[config.mk]
export PLATFORM = sky130hd
export DESIGN_NAME = imem_fetch_unit_flat
export DESIGN_NICKNAME = d
export VERILOG_FILES = /design/src/rtl/imem_pkg.sv /design/src/rtl/imem_fetch_unit_if.sv /design/src/rtl/imem_ram.sv /design/src/rtl/imem_fetch_unit.sv /design/src/flat_wrapper.sv
export SDC_FILE = /design/constraint.sdc
export NUM_CORES = 1
export LEC_CHECK = 0
export CORE_ASPECT_RATIO = 0.8
export CORE_MARGIN = 10
export CORE_UTILIZATION = 55
export CTS_BUF_LIST = sky130_fd_sc_hd__clkbuf_8
export DETAILED_ROUTE_END_ITERATION = 10
export PLACE_DENSITY = 0.78
export SLEW_MARGIN = 20
export SYNTH_ARGS = -nofsm -noshare
export SYNTH_HDL_FRONTEND = slang
export SYNTH_SLANG_ARGS = --single-unit
[constraint.sdc]
create_clock -name clk -period 5 [get_ports clk]
set_clock_uncertainty 0.15 [all_clocks]
set_input_delay 1 -clock clk [delete_from_list [all_inputs] [get_ports clk]]
set_output_delay 1 -clock clk [all_outputs]
set_load 0.05 [all_outputs]
[src/rtl/imem_pkg.sv]
// Shared types and helpers for the instruction-memory fetch unit:
// loader state encoding, field ordering and address-offset arithmetic.
package imem_pkg;

    // IDLE: no program present, LOAD: accepting an image, RUN: serving fetches
    typedef enum logic [1:0] {
        IDLE = 2'd0,
        LOAD = 2'd1,
        RUN  = 2'd2
    } state_t;

    // Field order inside an instruction word, least significant first
    localparam int OP_IDX = 0;
    localparam int RD_IDX = 1;
    localparam int RS_IDX = 2;
    localparam int RT_IDX = 3;
    localparam int NUM_FIELDS = 4;

    // Bit positions for the default 4-bit field width
    localparam int FIELD_W_DEF = 4;
    localparam int OP_LSB = OP_IDX * FIELD_W_DEF;
    localparam int RD_LSB = RD_IDX * FIELD_W_DEF;
    localparam int RS_LSB = RS_IDX * FIELD_W_DEF;
    localparam int RT_LSB = RT_IDX * FIELD_W_DEF;

    // LSB of field number idx for an arbitrary field width
    function automatic int field_lsb(input int idx, input int fw);
        return idx * fw;
    endfunction

    // Number of byte-offset bits in a fetch address (0 for byte-wide words)
    function automatic int byte_off_w(input int data_w);
        return (data_w <= 8) ? 0 : $clog2(data_w / 8);
    endfunction

endpackage

[src/rtl/imem_fetch_unit_if.sv]
// Fetch and loader signal bundle between the PC/loader side (master)
// and the instruction memory (slave).
interface imem_fetch_unit_if #(
    parameter int DATA_W  = 16,
    parameter int FIELD_W = 4,
    parameter int ADDR_W  = 16,
    parameter int CNT_W   = 7
);
    // fetch port
    logic                fetch_req;
    logic [ADDR_W-1:0]   fetch_addr;
    logic                fetch_ready;
    logic                fetch_valid;
    logic                fetch_err;
    logic [DATA_W-1:0]   instruction;
    logic [FIELD_W-1:0]  op;
    logic [FIELD_W-1:0]  rd;
    logic [FIELD_W-1:0]  rs;
    logic [FIELD_W-1:0]  rt;

    // loader port
    logic                load_start;
    logic                load_valid;
    logic [DATA_W-1:0]   load_data;
    logic                load_last;
    logic                load_ready;
    logic                load_done;
    logic [CNT_W-1:0]    load_count;

    modport master (
        output fetch_req, fetch_addr,
        input  fetch_ready, fetch_valid, fetch_err, instruction, op, rd, rs, rt,
        output load_start, load_valid, load_data, load_last,
        input  load_ready, load_done, load_count
    );

    modport slave (
        input  fetch_req, fetch_addr,
        output fetch_ready, fetch_valid, fetch_err, instruction, op, rd, rs, rt,
        input  load_start, load_valid, load_data, load_last,
        output load_ready, load_done, load_count
    );

endinterface

[src/rtl/imem_ram.sv]
// 1R1W synchronous instruction RAM. A read and a write to the same address
// in one cycle return the old contents. Contents are never reset.
module imem_ram #(
    parameter int DATA_W = 16,
    parameter int DEPTH  = 64,
    parameter int AW     = 6
) (
    input  logic              clk,
    input  logic              we,
    input  logic [AW-1:0]     waddr,
    input  logic [DATA_W-1:0] wdata,
    input  logic              re,
    input  logic [AW-1:0]     raddr,
    output logic [DATA_W-1:0] rdata
);

    logic [DATA_W-1:0] mem [DEPTH];

    // Write port and registered read port; non-blocking update gives read-before-write
    always_ff @(posedge clk) begin
        if (we) begin
            mem[waddr] <= wdata;
        end
        if (re) begin
            rdata <= mem[raddr];
        end
    end

endmodule

[src/rtl/imem_fetch_unit.sv]
// Instruction memory with a one-cycle registered fetch port, an in-system
// program loader, alignment/range error detection and op/rd/rs/rt slicing.
module imem_fetch_unit
    import imem_pkg::*;
#(
    parameter int DATA_W    = 16,
    parameter int DEPTH     = 64,
    parameter int FIELD_W   = 4,
    parameter int ADDR_W    = 16,
    parameter     INIT_FILE = ""
) (
    input  logic             clk,
    input  logic             rst_n,
    imem_fetch_unit_if.slave bus
);

    localparam int BYTES = DATA_W / 8;
    localparam int OFF_W = byte_off_w(DATA_W);
    localparam int AW    = (DEPTH > 1) ? $clog2(DEPTH) : 1;
    localparam int CNT_W = $clog2(DEPTH + 1);

    // A preloaded image means the unit is ready to fetch straight out of reset
    localparam bit     HAS_INIT    = (INIT_FILE != "");
    localparam state_t RESET_STATE = HAS_INIT ? RUN : IDLE;

    state_t             state_reg, state_next;
    logic [AW-1:0]      wptr_reg, wptr_next;
    logic               load_done_reg, load_done_next;
    logic [CNT_W-1:0]   load_count_reg, load_count_next;
    logic               load_wr;

    logic               fetch_valid_reg;
    logic               fetch_err_reg;
    logic [DATA_W-1:0]  instr_hold_reg;

    logic               fetch_ready;
    logic               load_ready;
    logic               accept;
    logic [ADDR_W-1:0]  word_idx;
    logic               misaligned;
    logic               out_of_range;
    logic               addr_bad;
    logic [DATA_W-1:0]  ram_rdata;
    logic [DATA_W-1:0]  instr_out;
    logic [FIELD_W-1:0] fields [NUM_FIELDS];

    // Handshake readiness: a pending load_start blocks fetch acceptance
    assign fetch_ready = (state_reg == RUN) && !bus.load_start;
    assign load_ready  = (state_reg == LOAD);
    assign accept      = bus.fetch_req && fetch_ready;

    // Address decode: byte address to word index, flag misaligned or past-the-end
    assign word_idx     = bus.fetch_addr >> OFF_W;
    assign misaligned   = (bus.fetch_addr & ADDR_W'(BYTES - 1)) != '0;
    assign out_of_range = word_idx >= ADDR_W'(DEPTH);
    assign addr_bad     = misaligned || out_of_range;

    // Loader FSM next-state: restart on load_start, finish on last word or full memory
    always_comb begin
        state_next      = state_reg;
        wptr_next       = wptr_reg;
        load_done_next  = 1'b0;
        load_count_next = load_count_reg;
        load_wr         = 1'b0;
        case (state_reg)
            IDLE, RUN: begin
                if (bus.load_start) begin
                    state_next = LOAD;
                    wptr_next  = '0;
                end
            end
            LOAD: begin
                // A restart wins over a word presented in the same cycle
                if (bus.load_start) begin
                    wptr_next = '0;
                end else if (bus.load_valid) begin
                    load_wr = 1'b1;
                    if (bus.load_last || (wptr_reg == AW'(DEPTH - 1))) begin
                        state_next      = RUN;
                        wptr_next       = '0;
                        load_done_next  = 1'b1;
                        load_count_next = CNT_W'(wptr_reg) + CNT_W'(1);
                    end else begin
                        wptr_next = wptr_reg + AW'(1);
                    end
                end
            end
            default: begin
                state_next = IDLE;
                wptr_next  = '0;
            end
        endcase
    end

    // Loader state, write pointer and load status registers
    always_ff @(posedge clk or negedge rst_n) begin
        if (!rst_n) begin
            state_reg      <= RESET_STATE;
            wptr_reg       <= '0;
            load_done_reg  <= 1'b0;
            load_count_reg <= '0;
        end else begin
            state_reg      <= state_next;
            wptr_reg       <= wptr_next;
            load_done_reg  <= load_done_next;
            load_count_reg <= load_count_next;
        end
    end

    // Fetch response tracking; the held word keeps outputs stable between responses
    always_ff @(posedge clk or negedge rst_n) begin
        if (!rst_n) begin
            fetch_valid_reg <= 1'b0;
            fetch_err_reg   <= 1'b0;
            instr_hold_reg  <= '0;
        end else begin
            fetch_valid_reg <= accept;
            if (accept) begin
                fetch_err_reg <= addr_bad;
            end
            if (fetch_valid_reg) begin
                instr_hold_reg <= instr_out;
            end
        end
    end

    // Bad addresses never touch the RAM, so its read register is left undisturbed
    imem_ram #(
        .DATA_W (DATA_W),
        .DEPTH  (DEPTH),
        .AW     (AW)
    ) u_ram (
        .clk   (clk),
        .we    (load_wr),
        .waddr (wptr_reg),
        .wdata (bus.load_data),
        .re    (accept && !addr_bad),
        .raddr (word_idx[AW-1:0]),
        .rdata (ram_rdata)
    );

    assign instr_out = fetch_valid_reg ? (fetch_err_reg ? '0 : ram_rdata) : instr_hold_reg;

    genvar gi;
    generate
        for (gi = 0; gi < NUM_FIELDS; gi++) begin : g_field
            assign fields[gi] = instr_out[field_lsb(gi, FIELD_W) +: FIELD_W];
        end
    endgenerate

    assign bus.fetch_ready = fetch_ready;
    assign bus.fetch_valid = fetch_valid_reg;
    assign bus.fetch_err   = fetch_err_reg;
    assign bus.instruction = instr_out;
    assign bus.op          = fields[OP_IDX];
    assign bus.rd          = fields[RD_IDX];
    assign bus.rs          = fields[RS_IDX];
    assign bus.rt          = fields[RT_IDX];
    assign bus.load_ready  = load_ready;
    assign bus.load_done   = load_done_reg;
    assign bus.load_count  = load_count_reg;

endmodule

[src/flat_wrapper.sv]
// flat-port wrapper written by rule: the top's interface ports become plain ports
module imem_fetch_unit_flat import imem_pkg::*;
#(
    parameter int DATA_W    = 16,
    parameter int DEPTH     = 64,
    parameter int FIELD_W   = 4,
    parameter int ADDR_W    = 16,
    parameter     INIT_FILE = ""
)
  (clk, rst_n, bus_fetch_req, bus_fetch_addr, bus_fetch_ready, bus_fetch_valid, bus_fetch_err, bus_instruction, bus_op, bus_rd, bus_rs, bus_rt, bus_load_start, bus_load_valid, bus_load_data, bus_load_last, bus_load_ready, bus_load_done, bus_load_count);
  imem_fetch_unit_if #(.DATA_W(DATA_W), .FIELD_W(FIELD_W), .ADDR_W(ADDR_W), .CNT_W((7))) bus_i ();
  input  logic clk;
  input  logic rst_n;
  input wire logic [$bits(bus_i.fetch_req)-1:0] bus_fetch_req;
  input wire logic [$bits(bus_i.fetch_addr)-1:0] bus_fetch_addr;
  output wire logic [$bits(bus_i.fetch_ready)-1:0] bus_fetch_ready;
  output wire logic [$bits(bus_i.fetch_valid)-1:0] bus_fetch_valid;
  output wire logic [$bits(bus_i.fetch_err)-1:0] bus_fetch_err;
  output wire logic [$bits(bus_i.instruction)-1:0] bus_instruction;
  output wire logic [$bits(bus_i.op)-1:0] bus_op;
  output wire logic [$bits(bus_i.rd)-1:0] bus_rd;
  output wire logic [$bits(bus_i.rs)-1:0] bus_rs;
  output wire logic [$bits(bus_i.rt)-1:0] bus_rt;
  input wire logic [$bits(bus_i.load_start)-1:0] bus_load_start;
  input wire logic [$bits(bus_i.load_valid)-1:0] bus_load_valid;
  input wire logic [$bits(bus_i.load_data)-1:0] bus_load_data;
  input wire logic [$bits(bus_i.load_last)-1:0] bus_load_last;
  output wire logic [$bits(bus_i.load_ready)-1:0] bus_load_ready;
  output wire logic [$bits(bus_i.load_done)-1:0] bus_load_done;
  output wire logic [$bits(bus_i.load_count)-1:0] bus_load_count;
  assign bus_i.fetch_req = bus_fetch_req;
  assign bus_i.fetch_addr = bus_fetch_addr;
  assign bus_fetch_ready = bus_i.fetch_ready;
  assign bus_fetch_valid = bus_i.fetch_valid;
  assign bus_fetch_err = bus_i.fetch_err;
  assign bus_instruction = bus_i.instruction;
  assign bus_op = bus_i.op;
  assign bus_rd = bus_i.rd;
  assign bus_rs = bus_i.rs;
  assign bus_rt = bus_i.rt;
  assign bus_i.load_start = bus_load_start;
  assign bus_i.load_valid = bus_load_valid;
  assign bus_i.load_data = bus_load_data;
  assign bus_i.load_last = bus_load_last;
  assign bus_load_ready = bus_i.load_ready;
  assign bus_load_done = bus_i.load_done;
  assign bus_load_count = bus_i.load_count;
  imem_fetch_unit #(.DATA_W(DATA_W), .DEPTH(DEPTH), .FIELD_W(FIELD_W), .ADDR_W(ADDR_W), .INIT_FILE(INIT_FILE)) u_core (.clk(clk), .rst_n(rst_n), .bus(bus_i));
endmodule
==> impl_metrics.ini <==
[synthesis]
synth-edff-count = 1040
synth_top_flop_cell = edfxtp_1
yosysSeqAreaShare = 0.770
synth_area_leaders = edfxtp_1 75%, mux4_2 12%, dfrtp_1 2.0%
syn-cell-area_um2 = 41700
yosys_warnings = 0
syn_nets = 1999
synth_async_sr_flop_share = 0.0317
yosys_register_bits = 1074
yosysUniqueCellTypes = 48
syn_inst = 1960
synth_top_area_share = 0.749
syn_area_per_cell_um2 = 21.3
yosysTopAreaCell = edfxtp_1

[cts]
cts-htree-levels = 4
clk_latency_ns = 0.82
cts_tree = built
cts_buffers = 160
cts_hold_buf = 0
clock_sinks = 1074
max-clock-path-buffers = 3
cts_resized = 0
cts_root_buf = clkbuf_8
clk_pin_slew_ns = 0.06
postCtsSetupBuffers = 0

[worst_setup_path]
reg2reg_depth = 6
cp.arrival_ns = 3.12
reg2reg_slack_ns = 1.62
cp-start-kind = register
worst-path-max-fanout = 17
r2r_start = u_core.state_reg[0]$_DFFE_PN0P_
end_kind = output pin
critPathKind = register to output pin
rr_endpoint = u_core.u_ram.mem[60][7]$_DFFE_PP_
crit_required_ns = 3.85

[die]
num_io_pins = 82
std_cell_rows = 90
start_util = 0.554
dieArea_um2 = 87300
die_y_um = 266
die_w_um = 328
core_um2 = 75200

[global_route]
grt_pass1_vias = 21144
groute.usage.overall = 0.225
grt_first_pass_wirelength_um = 144000
grt_max_degree = 65
antenna_found_initial = 2
grt-ovfl-total = 0

[pwr]
power_density_nw_per_um2 = 380
power_leakage_uw = 0.0152
vdd_drop_max_v = 0.000243

[timing]
post-route-min-period_ns = 4.27
max-slew-margin-rel = 0.300
finalHoldViolCount = 0
fin_tns_setup_ns = 0
drv_slew = 0
tightest_slew_ns = 1.05
post-route-period-util = 0.854
fmax_ghz = 0.234
setup_violations = 0
grt_setup_unrepaired = false

[final_layout]
fin_util = 0.622
num-fill-cells = 5043
nets = 2244
largest_register_ff_count = 1024
stdcell_area_um2 = 46800
area_delta_synth_final_pct = 12.3
drive_gt1_frac = 0.270

[job]
cap_violations = 0

[placed_design]
placed_area_um2 = 43900
gp_congestion = 0.882
hpwl_um = 60900
port_buffers = 81

[min_path]
worstHoldEndpoint = u_core.bus.load_count[2]$_DFFE_PN0P_
hold_class = register to register
hp-start = u_core.bus.load_count[2]$_DFFE_PN0P_
hold_depth = 2

[route]
vias_per_cell = 6.38
drtAntennaViolNets = 0
via_count = 21310
drt_iter0_drc = 3101
post_drt_wl_per_cell_um = 29.3
totalWireLength_um = 97800
drcViolationCount = 0
firstDrtPassIters = 6

[outcome]
status = finished clean
[cells in the final DEF, fill, tap and decap left out, types with 11 or more instances in the layout]
master	n
edfxtp_1	1040
mux4_2	227
clkbuf_8	164
buf_4	117
nor2_1	76
mux2i_1	67
inv_1	61
clkdlybuf4s50_1	61
o21ai_0	54
nand2_1	53
mux2_2	48
a22oi_1	43
clkinv_1	37
dfrtp_1	34
o22ai_1	33
nor2b_1	23
clkinv_2	21
nand3_1	18
buf_2	17
and3_1	14
o221ai_1	11
a211oi_1	11
o32ai_1	11
[synth_stat cells (3+ instances only)]
cell	instances
a311oi_1	4
and2_1	4
and3_1	14
nor2_1	76
clkbuf_1	31
a211oi_1	11
inv_1	18
a22o_1	5
nand2_1	53
buf_1	4
buf_4	32
nor2b_1	23
nor3b_1	3
or2_2	3
o22ai_1	33
buf_12	3
buf_8	4
mux4_1	3
buf_2	29
mux2i_1	67
dfrtp_1	34
edfxtp_1	1040
nand3_1	18
a2111oi_0	4
mux4_2	227
nand2b_1	5
o32ai_1	11
o221ai_1	11
nand3b_1	3
buf_6	18
o21ai_0	54
a31o_1	4
mux2_2	48
xor2_1	3
a22oi_1	43
[where the power goes]
part | leakage (µW) | internal (µW) | switching, µW
clock | 0.00168 | 3340 | 3350
sequential | 0.00981 | 9910 | 18.4
combinational | 0.00373 | 398 | 783
total | 0.0152 | 13600 | 4150
[metal layers]
metal / track usage / vias to the layer above / part of all wire
li1: - / 8642 / -
met1: 0.337 / 11027 / 0.41
met2: 0.319 / 1478 / 0.44
met3: 0.0648 / 161 / 0.13
met4: 0.0690 / 2 / 0.023
met5: 0 / - / 0.000082
[worst max-delay path: stages, from the launching register on]
cell             delay, ns
dfrtp_1               0.59
nor2b_1               0.18
buf_4                 0.20
nand2_1               0.09
o21ai_0               0.24
clkdlybuf4s50_1       1.00
[cell type report]
cell class	count	area [µm²]	share of cell area
Tap cell	1012	1270	0.0270
Sequential cell	1074	32100	0.685
Multi-Input combinational cell	747	8700	0.186
Inverter	18	67.6	0.00144
Clock buffer	164	2260	0.0482
Clock inverter	121	712	0.0152
Timing Repair Buffer	204	1740	0.0371
Antenna cell	1	2.50	0.0000534
[stage by stage]
stage	setup WS, ns	instances	power (µW)	hold WS [ns]
floorplan	1.46	1960	10800	0.289
global placement	0.850	3055	11300	0.321
detailed placement	0.750	3055	11300	0.328
CTS	0.635	3340	17900	0.330
global route	0.537	3341	18400	0.367
finish	0.732	3341	17800	0.338
[worst max-delay path by stage]
stage,from,end,slack (ns),cells after the start
CTS,u_core.bus.fetch_valid$_DFF_PN0_,bus_rd[3],0.63,5
floorplan,bus_load_start,u_core.u_ram.rdata[0]$_DFFE_PP_,1.46,3
global route,u_core.bus.fetch_valid$_DFF_PN0_,bus_rd[3],0.54,5
finish,u_core.bus.fetch_valid$_DFF_PN0_,bus_rd[3],0.73,5
detailed placement,bus_load_start,u_core.u_ram.mem[60][10]$_DFFE_PP_,0.75,7
global placement,bus_load_start,u_core.u_ram.mem[60][12]$_DFFE_PP_,0.85,7
[cell families (layout without fill, tap and decap cells)]
kind of cell / count (synthesis) / after routing / share of synthesized area
multiplexers: 345 / 345 / 0.154
adder cells (fa/ha/maj): 1 / 1 / 0.000300
AO/OA/AOI/OAI: 189 / 189 / 0.0308
other: 0 / 1 / 0
XOR/XNOR: 4 / 4 / 0.000841
buffers and inverters: 139 / 507 / 0.0218
flip-flops: 1074 / 1074 / 0.770
AND/OR/NAND/NOR: 208 / 208 / 0.0232
Power figures use the tool's default switching activity.
==> patch (config.mk and constraints unchanged) <==
Make the reset (`rst_n`) synchronous in 2 clocked blocks.
--- a/src/rtl/imem_fetch_unit.sv
+++ b/src/rtl/imem_fetch_unit.sv
@@ -94,5 +94,5 @@
 
     // Loader state, write pointer and load status registers
-    always_ff @(posedge clk or negedge rst_n) begin
+    always_ff @(posedge clk) begin
         if (!rst_n) begin
             state_reg      <= RESET_STATE;
@@ -109,5 +109,5 @@
 
     // Fetch response tracking; the held word keeps outputs stable between responses
-    always_ff @(posedge clk or negedge rst_n) begin
+    always_ff @(posedge clk) begin
         if (!rst_n) begin
             fetch_valid_reg <= 1'b0;
Function: differs if rst_n is asserted again (counterexample within 4 cycles, from zero or initial values and one cycle with rst_n low); with rst_n held inactive, the same outputs for 4 cycles.
==> patch against the unedited design <==
Setup slack got worse by 0.090 ns; sequential share of layout area decreased by 0.14 points; power decreased by 3.4%; sequential cell count unchanged; clock power decreased by 3.1%; cell area decreased by 0.33%; die area about the same; non-clock buffer count decreased by 16; synthesized area about the same; fmax decreased by 2.1%; routed wire length increased by 0.48%; sequential power decreased by 0.6%; worst hold slack improved by 0.029 ns; highest routed layer is now met4.
==> patch: results <==
metrics = {
    "grt": {
        "met1_usage": 0.332,
        "met2_usage": 0.327,
        "use_met3": 0.0626,
        "antenna_found_initial": 1,
        "grt_pass1_wl_mm": 144,
        "grt_util_all_layers": 0.227,
        "grt_max_degree": 114,
    },
    "placed_design": {
        "dp_hpwl_mm": 58.4,
        "postPlaceCellArea_um2": 43800,
        "place_ws_ns": 0.800,
        "gp_congestion": 0.892,
        "dp_cells": 3079,
    },
    "routing": {
        "vias": 21100,
        "wl_per_cell_um": 29.4,
        "drtIter0Drc": 3399,
        "wl_mm": 98.2,
        "drt-pass1-iter-count": 5,
    },
    "run_status": {
        "status": "finished clean",
    },
    "pwr": {
        "leakagePower_nw": 15.0,
        "power.ir.vdd_worst_uv": 268,
        "switching_share": 0.216,
    },
    "layout": {
        "fillers": 5074,
        "drive_above_1_share": 0.260,
        "layout.nets": 2263,
        "seq_area_um2": 31900,
        "num_antenna_cells": 0,
    },
    "worst_setup_path": {
        "crit_fanout": 18,
        "arrival_ns": 3.21,
    },
    "clock_tree": {
        "clock_latency_ns": 0.81,
        "ctsResizeCount": 0,
        "cts_buffers": 155,
        "clk_pin_slew_worst_paths_ns": 0.07,
    },
    "yosys": {
        "synth_area_leaders": "edfxtp_1 75%, mux4_2 12%, mux2i_1 2.3%",
        "synthTopCellsByCount": "1040 x edfxtp_1, 228 x mux4_2, 96 x mux2i_1",
        "yosysWarnings": 0,
        "avgSynthCellArea_um2": 20.9,
        "async_flop_share": 0,
        "synth.distinct_cells": 49,
        "synth_seq_area_share": 0.766,
        "synth_nets": 2036,
        "synthFlopType": "edfxtp_1",
    },
    "timing": {
        "tightestPinTransition_ns": 1.13,
    },
}
[patch: cell count changes after synthesis, sizes merged, moves of 18 or more]
cell,unedited run,this run
nand2,53,81
dfrtp,34,0
dfxtp,0,34
mux2i,67,96
o21ai,56,28
o22ai,33,12
and2,4,22
[patch: per-layer routing]
metal | wire [um] | vias to the layer above | share of wire
li1 | - | 8662 | -
met1 | 39000 | 10900 | 0.40
met2 | 44200 | 1413 | 0.45
met3 | 12300 | 181 | 0.13
met4 | 2650 | 0 | 0.027
met5 | 0 | - | 0
[patch: logic make-up (layout without fill, tap and decap cells)]
family,Yosys count,in the layout,share of synthesized area
adders and majority gates,1,1,0.000300
muxes,370,370,0.159
and+or+nand+nor,267,267,0.0299
buffers and inverters,137,471,0.0195
DFF,1074,1074,0.766
xor gates and xnor gates,4,4,0.000841
AOI/OAI and AO/OA,144,144,0.0250
[patch: worst paths after layout]
path,startpoint,to,slack (ns),depth (start not counted)
hold reg to reg,u_core.bus.load_count[3],u_core.bus.load_count[3],0.37,1
setup / recovery,u_core.bus.fetch_valid,bus_rd[0],0.64,5
hold / removal,u_core.bus.load_count[3],u_core.bus.load_count[3],0.37,1
setup reg to reg,u_core.wptr_reg[3],u_core.bus.load_count[0],2.15,5
[patch: stage by stage]
step / hold WS [ns] / total power, mW
after CTS: 0.363 / 17.3
after global routing: 0.385 / 17.7
final: 0.367 / 17.2
after global placement: 0.339 / 10.9
after floorplan: 0.352 / 10.5
after detailed placement: 0.347 / 10.9
[patch: worst max-delay path, cell delays in order, from the launching register on]
cell and delay [ns]:
dfxtp_1 0.78, nor2b_1 0.21, buf_4 0.24, nand2_1 0.09, o21ai_0 0.19, clkdlybuf4s50_1 0.90
[patch: layout make-up]
type	count	area share
Timing Repair Buffer	188	0.0353
Tap cell	1012	0.0271
Sequential cell	1074	0.684
Clock inverter	102	0.0128
Inverter	19	0.00153
Clock buffer	162	0.0478
Multi-Input combinational cell	786	0.192
[patch: power groups by stage]
stage	clock network (mW)	registers, mW	logic [mW]
detailed placement	0	10.1	0.830
global route	6.99	9.87	0.879
CTS	6.59	9.88	0.831
floorplan	0	10.1	0.460
global placement	0	10.1	0.807
finish	6.48	9.87	0.836
